`config.mk`:
```
export PLATFORM = sky130hd
export DESIGN_NAME = imm_extend_pipe
export DESIGN_NICKNAME = d
export VERILOG_FILES = /design/src/rtl/imm_extend_pipe.sv
export SDC_FILE = /design/constraint.sdc
export NUM_CORES = 1
export LEC_CHECK = 0
export ABC_AREA = 0
export BUFFER_PORTS_ARGS = -buffer_cell sky130_fd_sc_hd__buf_2
export CAP_MARGIN = 25
export CORE_MARGIN = 3
export CORE_UTILIZATION = 56
export DETAILED_ROUTE_END_ITERATION = 7
export PLACE_DENSITY = 0.8
export SLEW_MARGIN = 20
export SYNTH_ARGS = -nofsm -noshare
export SYNTH_HDL_FRONTEND = slang
export SYNTH_SLANG_ARGS = --single-unit
```
`constraint.sdc`:
```
create_clock -name clock -period 1.65 [get_ports clock]
set_input_delay 0.0825 -clock clock [delete_from_list [all_inputs] [get_ports clock]]
set_output_delay 0.0825 -clock clock [all_outputs]
set_load 0.03 [all_outputs]
```
`src/rtl/imm_extend_pipe.sv`:
```
`default_nettype none
// ============================================================================
//  Module   : imm_extend_pipe
//  Purpose  : Pipelined immediate-extension stage. Extends an IN_W-bit
//             immediate to OUT_W bits according to a 2-bit mode and holds
//             the result in a 2-entry output FIFO so that downstream
//             backpressure never drops or duplicates an operand.
//  Modes    : 00 sign-extend, 01 zero-extend, 10 upper (left-justify),
//             11 branch offset (sign-extend, then shift left by 2)
//  Ports    : clock, reset_n (async, active-low)
//             in_valid/in_ready/in_data[IN_W]/in_mode[2]   - upstream
//             out_valid/out_ready/out_data[OUT_W]/out_neg  - downstream
//             xfer_count[16]  - saturating count of transfers out
//                               (present only with IMM_EXTEND_COUNT_EN)
//  Options  : `define IMM_EXTEND_COUNT_EN to add the xfer_count port
//  Revision : 1.0 - initial release
// ============================================================================
module imm_extend_pipe #(
    parameter int IN_W  = 17,
    parameter int OUT_W = 32
) (
    input  logic             clock,
    input  logic             reset_n,
    input  logic             in_valid,
    output logic             in_ready,
    input  logic [IN_W-1:0]  in_data,
    input  logic [1:0]       in_mode,
    output logic             out_valid,
    input  logic             out_ready,
    output logic [OUT_W-1:0] out_data,
    output logic             out_neg
`ifdef IMM_EXTEND_COUNT_EN
    ,
    output logic [15:0]      xfer_count
`endif
);

    // Reject parameter sets that leave no room for the branch-offset shift.
    generate
        if (IN_W < 1 || IN_W + 2 > OUT_W) begin : g_bad_params
            $error("imm_extend_pipe: require 1 <= IN_W <= OUT_W-2");
        end
    endgenerate

    localparam logic [1:0] c_mode_sext   = 2'b00;
    localparam logic [1:0] c_mode_zext   = 2'b01;
    localparam logic [1:0] c_mode_upper  = 2'b10;
    localparam logic [1:0] c_mode_branch = 2'b11;
    localparam logic [1:0] c_count_full  = 2'd2;

    // ------------------------------------------------------------------
    // Extension datapath (combinational, ahead of the buffer)
    // ------------------------------------------------------------------
    logic [OUT_W-1:0] w_sext;
    logic [OUT_W-1:0] w_result;
    logic             w_neg;

    assign w_sext = {{(OUT_W-IN_W){in_data[IN_W-1]}}, in_data};

    always_comb begin
        w_result = '0;
        w_neg    = 1'b0;
        case (in_mode)
            c_mode_sext: begin
                w_result = w_sext;
                w_neg    = w_sext[OUT_W-1];
            end
            c_mode_zext: begin
                w_result = {{(OUT_W-IN_W){1'b0}}, in_data};
            end
            c_mode_upper: begin
                w_result = {in_data, {(OUT_W-IN_W){1'b0}}};
            end
            c_mode_branch: begin
                // Top two sign bits fall off; negativity is taken after the shift.
                w_result = {w_sext[OUT_W-3:0], 2'b00};
                w_neg    = w_sext[OUT_W-3];
            end
            default: begin
                w_result = '0;
                w_neg    = 1'b0;
            end
        endcase
    end

    // ------------------------------------------------------------------
    // 2-entry output FIFO
    // ------------------------------------------------------------------
    logic [OUT_W-1:0] r_mem [0:1];
    logic             r_neg [0:1];
    logic             r_wr_ptr;
    logic             r_rd_ptr;
    logic [1:0]       r_count;
    logic             w_push;
    logic             w_pop;

    // in_ready depends only on registered occupancy, never on out_ready.
    assign in_ready  = (r_count != c_count_full);
    assign out_valid = (r_count != 2'd0);
    assign out_data  = r_mem[r_rd_ptr];
    assign out_neg   = r_neg[r_rd_ptr];

    assign w_push = in_valid && in_ready;
    assign w_pop  = out_valid && out_ready;

    // Entries are cleared on reset so the idle head reads as zero.
    always_ff @(posedge clock or negedge reset_n) begin
        if (!reset_n) begin
            r_mem[0] <= '0;
            r_mem[1] <= '0;
            r_neg[0] <= 1'b0;
            r_neg[1] <= 1'b0;
        end else if (w_push) begin
            r_mem[r_wr_ptr] <= w_result;
            r_neg[r_wr_ptr] <= w_neg;
        end
    end

    always_ff @(posedge clock or negedge reset_n) begin
        if (!reset_n) begin
            r_wr_ptr <= 1'b0;
            r_rd_ptr <= 1'b0;
            r_count  <= 2'd0;
        end else begin
            if (w_push) begin
                r_wr_ptr <= ~r_wr_ptr;
            end
            if (w_pop) begin
                r_rd_ptr <= ~r_rd_ptr;
            end
            case ({w_push, w_pop})
                2'b10:   r_count <= r_count + 2'd1;
                2'b01:   r_count <= r_count - 2'd1;
                default: r_count <= r_count;
            endcase
        end
    end

`ifdef IMM_EXTEND_COUNT_EN
    // ------------------------------------------------------------------
    // Saturating transfer-out counter
    // ------------------------------------------------------------------
    logic [15:0] r_xfer_count;

    always_ff @(posedge clock or negedge reset_n) begin
        if (!reset_n) begin
            r_xfer_count <= 16'd0;
        end else if (w_pop && (r_xfer_count != 16'hFFFF)) begin
            r_xfer_count <= r_xfer_count + 16'd1;
        end
    end

    assign xfer_count = r_xfer_count;
`endif

endmodule
`default_nettype wire

```
## Word-level counts from Yosys, hierarchy flattened

Index checks and enable logic that the tools add are counted.

- $add $sub $neg: 2
- Eq/ne operators: 6
- Multiplexer cells: 15
- Order comparisons: 3
- Reductions and logical operators: 7
- Bitwise gates (word level): 4

Operators with widths:

| cell | count |
|---|---|
| 32-bit two-way mux | 4 |
| 32-bit one-hot mux with 4 select lines | 1 |
| 64-bit bitwise mux | 1 |
| 32-bit demux with 1-bit select | 1 |
| 2-bit equality test (second input constant) | 3 |
| 1-bit two-way mux | 5 |
| 2-bit by 1-bit equality test with 1-bit output (second input constant) | 2 |
| 2-bit greater-or-equal comparator (second input constant) | 2 |
| 1-bit NOT with 2-bit output | 2 |
| 2-bit one-hot mux with 2 select lines | 1 |
| 2-bit nonzero test | 2 |
| 1-bit logical AND | 3 |
| 2-bit by 1-bit adder with 2-bit output (second input constant) | 1 |
| 2-bit bitwise mux | 1 |
| 2-bit logical NOT | 1 |
| 2-bit by 1-bit less-than comparator with 1-bit output (second input constant) | 1 |
| 2-bit inequality test (second input constant) | 1 |
| 1-bit NOT | 2 |
| 2-bit OR reduction | 1 |
| 2-bit by 1-bit subtractor with 2-bit output (second input constant) | 1 |
| 1-bit demux with 1-bit select | 1 |

- Input port bits: 23
- Logic and storage cells: 44
- Flip-flop bits (word level): 70
- Output and inout port bits: 35

## Longest topological paths before layout

- Word-level depth: 6
- Mapped depth: 8
- Depth with buffers taken out: 6

## Worst setup path before layout

Ideal clock, no wire load.

- Kind: register to register
- From: register r_count[0]
- To: register r_mem[37] (netlist bit)
- Data required time: 1.525 ns
- Cell stages (with the launch flop): 6
- Buffers on the path: 2
- Period minus slack after synthesis: 1.707 ns
- Slack: -0.057 ns
- Setup time: 0.125 ns
- Arrival: 1.583 ns
- Cells stage by stage: dfrtp_1 > nand2b_1 > and3b_1 > buf_2 > buf_4 > mux2_2

- Cells in the longest elaborated chain, start to end: 2

Ends and longest elaborated chain:

| what | line | text |
|---|---|---|
| from (decl) | 93 | `logic [1:0] r_count;` |
| from (signal assigned) | 132 | `2'b10: r_count <= r_count + 2'd1;` |
| from (signal assigned) | 133 | `2'b01: r_count <= r_count - 2'd1;` |
| from (signal assigned) | 134 | `default: r_count <= r_count;` |
| 2-bit inequality test | 98 | `assign in_ready = (r_count != c_count_full);` |
| via in_ready | 25 | `output logic in_ready,` |
| 1-bit logical AND | 103 | `assign w_push = in_valid && in_ready;` |
| to (signal, indexed assignment) | 114 | `r_mem[r_wr_ptr] <= w_result;` |
| to (decl) | 89 | `logic [OUT_W-1:0] r_mem [0:1];` |

The timed path passes the listed nets, and every way through them passes these cells.
A chain may end at the register's enable or synchronous reset.

## Worst setup path in the final report

- From: register r_rd_ptr
- To: output port out_data[16]

- Cells in the longest elaborated chain, start to end: 4

Ends and longest elaborated chain:

| what | line | text |
|---|---|---|
| from (decl) | 92 | `logic r_rd_ptr;` |
| from (signal assigned) | 129 | `r_rd_ptr <= ~r_rd_ptr;` |
| 1-bit NOT with 2-bit output (not written as such) | 100 | `assign out_data = r_mem[r_rd_ptr];` |
| 32-bit two-way mux (not written as such) (3 in a row) | 100 |  |
| to (decl) | 30 | `output logic [OUT_W-1:0] out_data,` |

Every way passes these cells. The select of a mux whose other input is x is not followed.

==> summary.md <==
| Metric | Value |
|---|---|
| Ant. Diodes | 0 |
| Number of input and output port buffers inserted | 57 |
| Worst-Margin Slew | approximately 0.9 ns |
| Biggest area contributors in the synthesized netlist | dfrtp_1, mux2_2, mux2_4 |
| Unrepaired setup endpoints after global routing | no |
| Maximum clock skew at final layout | between 0.005 and 0.006 ns |
| Antenna violations before repair | 0 |
| Internal Pwr Total | 5731 uW |
| Largest fanout on the critical path | 22 |
| Largest net degree at the start of global routing | between 70 and 80 |
| Share of the clock period used by the worst path | 96.40% |
| TritonCTS clock tree | done |
| Number of max-slew violations in the final report | 0 |
| Number of search-and-repair iterations in the first detailed-routing pass | 4 |
| Highest clock frequency the design can meet | 628.7 MHz |
| Per-cell via count in the routed design | between 5 and 6 |
| Critical path launch point type | register |
| Number of standard-cell rows in the floorplan | 28 |
| Net switching component of the power | 3344 uW |
| Die height | 85.13 um |
| Die footprint | ~7200 um2 |
| Latest clock arrival within the worst-skew pair | 0.34 ns |
| Delay contributed by the slowest stage of the critical path | 0.41 ns |
| Endpoint kind of the worst setup timing path | output pin |
| Syn_nets | 276 |
| Number of clock buffers inserted by TritonCTS | 9 |
| Global routing usage summed across all routing layers | 21.40% |
| # H-tree levels | 3 |
| Root cell of the clock tree | clkbuf_8 |
| HPWL Detailed | roughly 4800 um |
| Via count of the first global-routing pass | between 2000 and 2500 |
| Setup slack after placement | -0.05352 ns |
| Wire length of the first global-routing pass | 11890 um |
| Final estimated routing congestion in global placement | around 0.87 |
| Area of the core | around 6000 um2 |
| Count of distinct cell types in the synthesized netlist | 29 |
| Number of nets in the layout | 338 |
| Final hold viol count | 0 |
| Power density normalized to cell area | 2169 nW/um2 |
| Cell count of the worst reg-to-reg path | 5 |
| Combinational fraction of design power | ~48% |
| Synth top area share | between 40 and 50% |
| Critical setup path kind | register to output pin |
| WHS | around 0.036 ns |
| Clock-pin slew on the worst setup and hold paths | roughly 0.070 ns |
| Sequential element share of the synthesized area | between 40 and 50% |
| Slew headroom | 39.60% |
| Starting density of the core | 58.52% |
| Min cycle time layout | about 1.6 ns |
| Clock network fraction of design power | 20.4% |
| Post-synthesis cell area | between 3000 and 4000 um2 |
| Routed vias | 2214 |
| Yosys warnings | 0 |
| Cells on Worst Hold Path | 3 |
| Mean instance size in the synthesized netlist | about 14 um2 |
| Detailed-route wire length per cell | between 15 and 20 um |
| Status | finished, final reports clean |
| Final setup slack of the worst path | a little under 0.06 ns |
| Post-layout power | 9074 uW |
| Number of design-rule violations left by the first detailed-router iteration | approximately 130 |
| Area overhead of the layout relative to synthesis | 19.31% |
| Fraction of final layout cells with drive strength greater than 1 | 59.37% |
| Peak ir drop on the vdd network | 1.380 mV |
| Critical-path cell with the highest stage delay | dfrtp_1 |
| Type of the most critical hold path | input port to register |
| IO Count | between 50 and 60 |
| Leftover overflow at the end of global routing | 0 |
| Count of nets left with antenna violations after detail routing | 0 |
| Chain of cells forming the critical path | buf_12 > mux2_2 > buf_2 |
| Number of setup violations in the final report | 0 |
| CTS Buffer Depth | 2 |
| FF+latch count, synth | 70 |
| Flop pwr share | a little under a third |
| Maximum Capacitance Violations | 0 |
| Clk sink count | 70 |
| Die X-Extent | 85.13 um |
| Gate count after technology mapping | approximately 250 |
| Routed wire length | 7188 um |
| Fraction of power spent switching nets | 36.85% |
| Data required time of the critical path | 1.57 ns |
| Standby leakage power | about 0.0021 uW |
| CP arrival | between 1.5 and 2 ns |
| Remaining design rule violation count | 0 |
| Cell type contributing the most total cell area after synthesis | dfrtp_1 |
| Sum of negative setup slack | 0 ns |
worst max-delay path, delay by kind of cell (launching register included):
| family | cells | cell delay (ns) |
|---|---|---|
| buffers and inverters | 2 | 0.38 |
| DFF | 1 | 0.41 |
| muxes | 1 | 0.36 |
final timing paths:
kind	startpoint	end	slack [ns]
max in group asynchronous	reset_n	r_mem[36]	1.05
hold / removal	out_ready	r_rd_ptr	0.04
hold reg to reg	r_wr_ptr	r_wr_ptr	0.49
setup reg to reg	r_count[1]	r_mem[17]	0.09
setup / recovery	r_rd_ptr	out_data[16]	0.06
min in group asynchronous	reset_n	r_mem[4]	0.27
power groups by stage:
| stage | Sequential, uW | Clock (uW) | Combinational [uW] |
|---|---|---|---|
| 2_1_floorplan | 2750 | 0 | 3410 |
| 3_3_place_gp | 2850 | 0 | 4240 |
| 3_5_place_dp | 2880 | 0 | 4300 |
| 4_1_cts | 2860 | 1880 | 4330 |
| 5_1_grt | 2950 | 1950 | 4660 |
| 6_report | 2850 | 1850 | 4380 |
synthesized netlist by cell type:
library cell	number
dfrtp_1	70
buf_1	3
a21oi_1	1
clkbuf_1	4
nand2b_1	1
inv_1	3
a22oi_1	2
and3b_1	1
o2bb2ai_1	2
a22o_1	13
buf_4	3
mux2_2	87
a21o_1	13
nor3_1	1
xor2_1	2
o21a_1	1
mux2_4	12
ha_1	5
and3_1	1
nand2_1	1
nor2_1	3
a221oi_1	1
nor2b_1	2
or2_2	1
buf_2	2
xnor2_1	3
buf_6	6
or2_1	1
and2_1	3
logic make-up (layout without fill, tap and decap cells):
logic type | count (synthesis) | in the layout | share of synthesized area, %
compound gates | 33 | 33 | 7.566
xor+xnor | 5 | 5 | 1.249
fa+ha+maj | 5 | 5 | 1.784
buf+inv | 21 | 88 | 3.925
flops | 70 | 70 | 49.96
mux | 99 | 99 | 33.08
simple gates | 15 | 15 | 2.427
cell type report:
cell class	count	area, um2
clock buffer	10	137.6
clock inverter	6	132.6
fill	427	1808
inverter	3	11.26
multi-input combinational	157	1624
sequential	70	1752
tap	75	93.84
timing repair buffer	69	431.7
routing by layer:
layer	vias up	part of all wire [%]	track usage (%)
met5	-	0	0
met4	0	2.3	10.07
met3	13	4.3	4.272
met2	54	46	32.98
met1	1122	48	29.21
li1	1025	-	-
repair_timing:
| item | CTS | global route |
|---|---|---|
| resized for setup | 1 | 2 |
| pin swaps | 0 | 3 |
| setup buffers | 0 | 4 |
| endpoints found under the setup margin | 1 | 1 |
| gates cloned | 0 | 0 |
| hold buffers | 1 | 0 |
| hold endpoints to repair | 70 | 0 |
per-stage QoR:
stage               std cells  instance area (um2)  utilization (%)
floorplan                 248                 3508                -
global placement          369                 3864            64.49
detailed placement        369                 3864            64.49
CTS                       386                 4148            69.24
global route              390                 4183            69.82
finish                    390                 4183            69.82
layout by cell type (no fill, tap or decap), types with 2 or more instances in the layout:
master	n
dfrtp_1	70
buf_4	6
ha_1	4
inv_1	3
clkbuf_8	10
buf_12	4
xnor2_1	3
xor2_1	2
mux2_4	12
nor2_1	3
o2bb2ai_1	2
and2_1	2
a22o_1	13
a22oi_1	2
a21o_1	13
nor2b_1	2
buf_2	57
mux2_2	87
bufinv_16	4
flip-flops by register name (all words and copies together) (netlist names):
| signal | cells |
|---|---|
| r_wr_ptr | 1 |
| r_count | 2 |
| r_neg | 2 |
| r_mem | 64 |
| r_rd_ptr | 1 |
No activity file was read; power rests on OpenSTA's default activity.
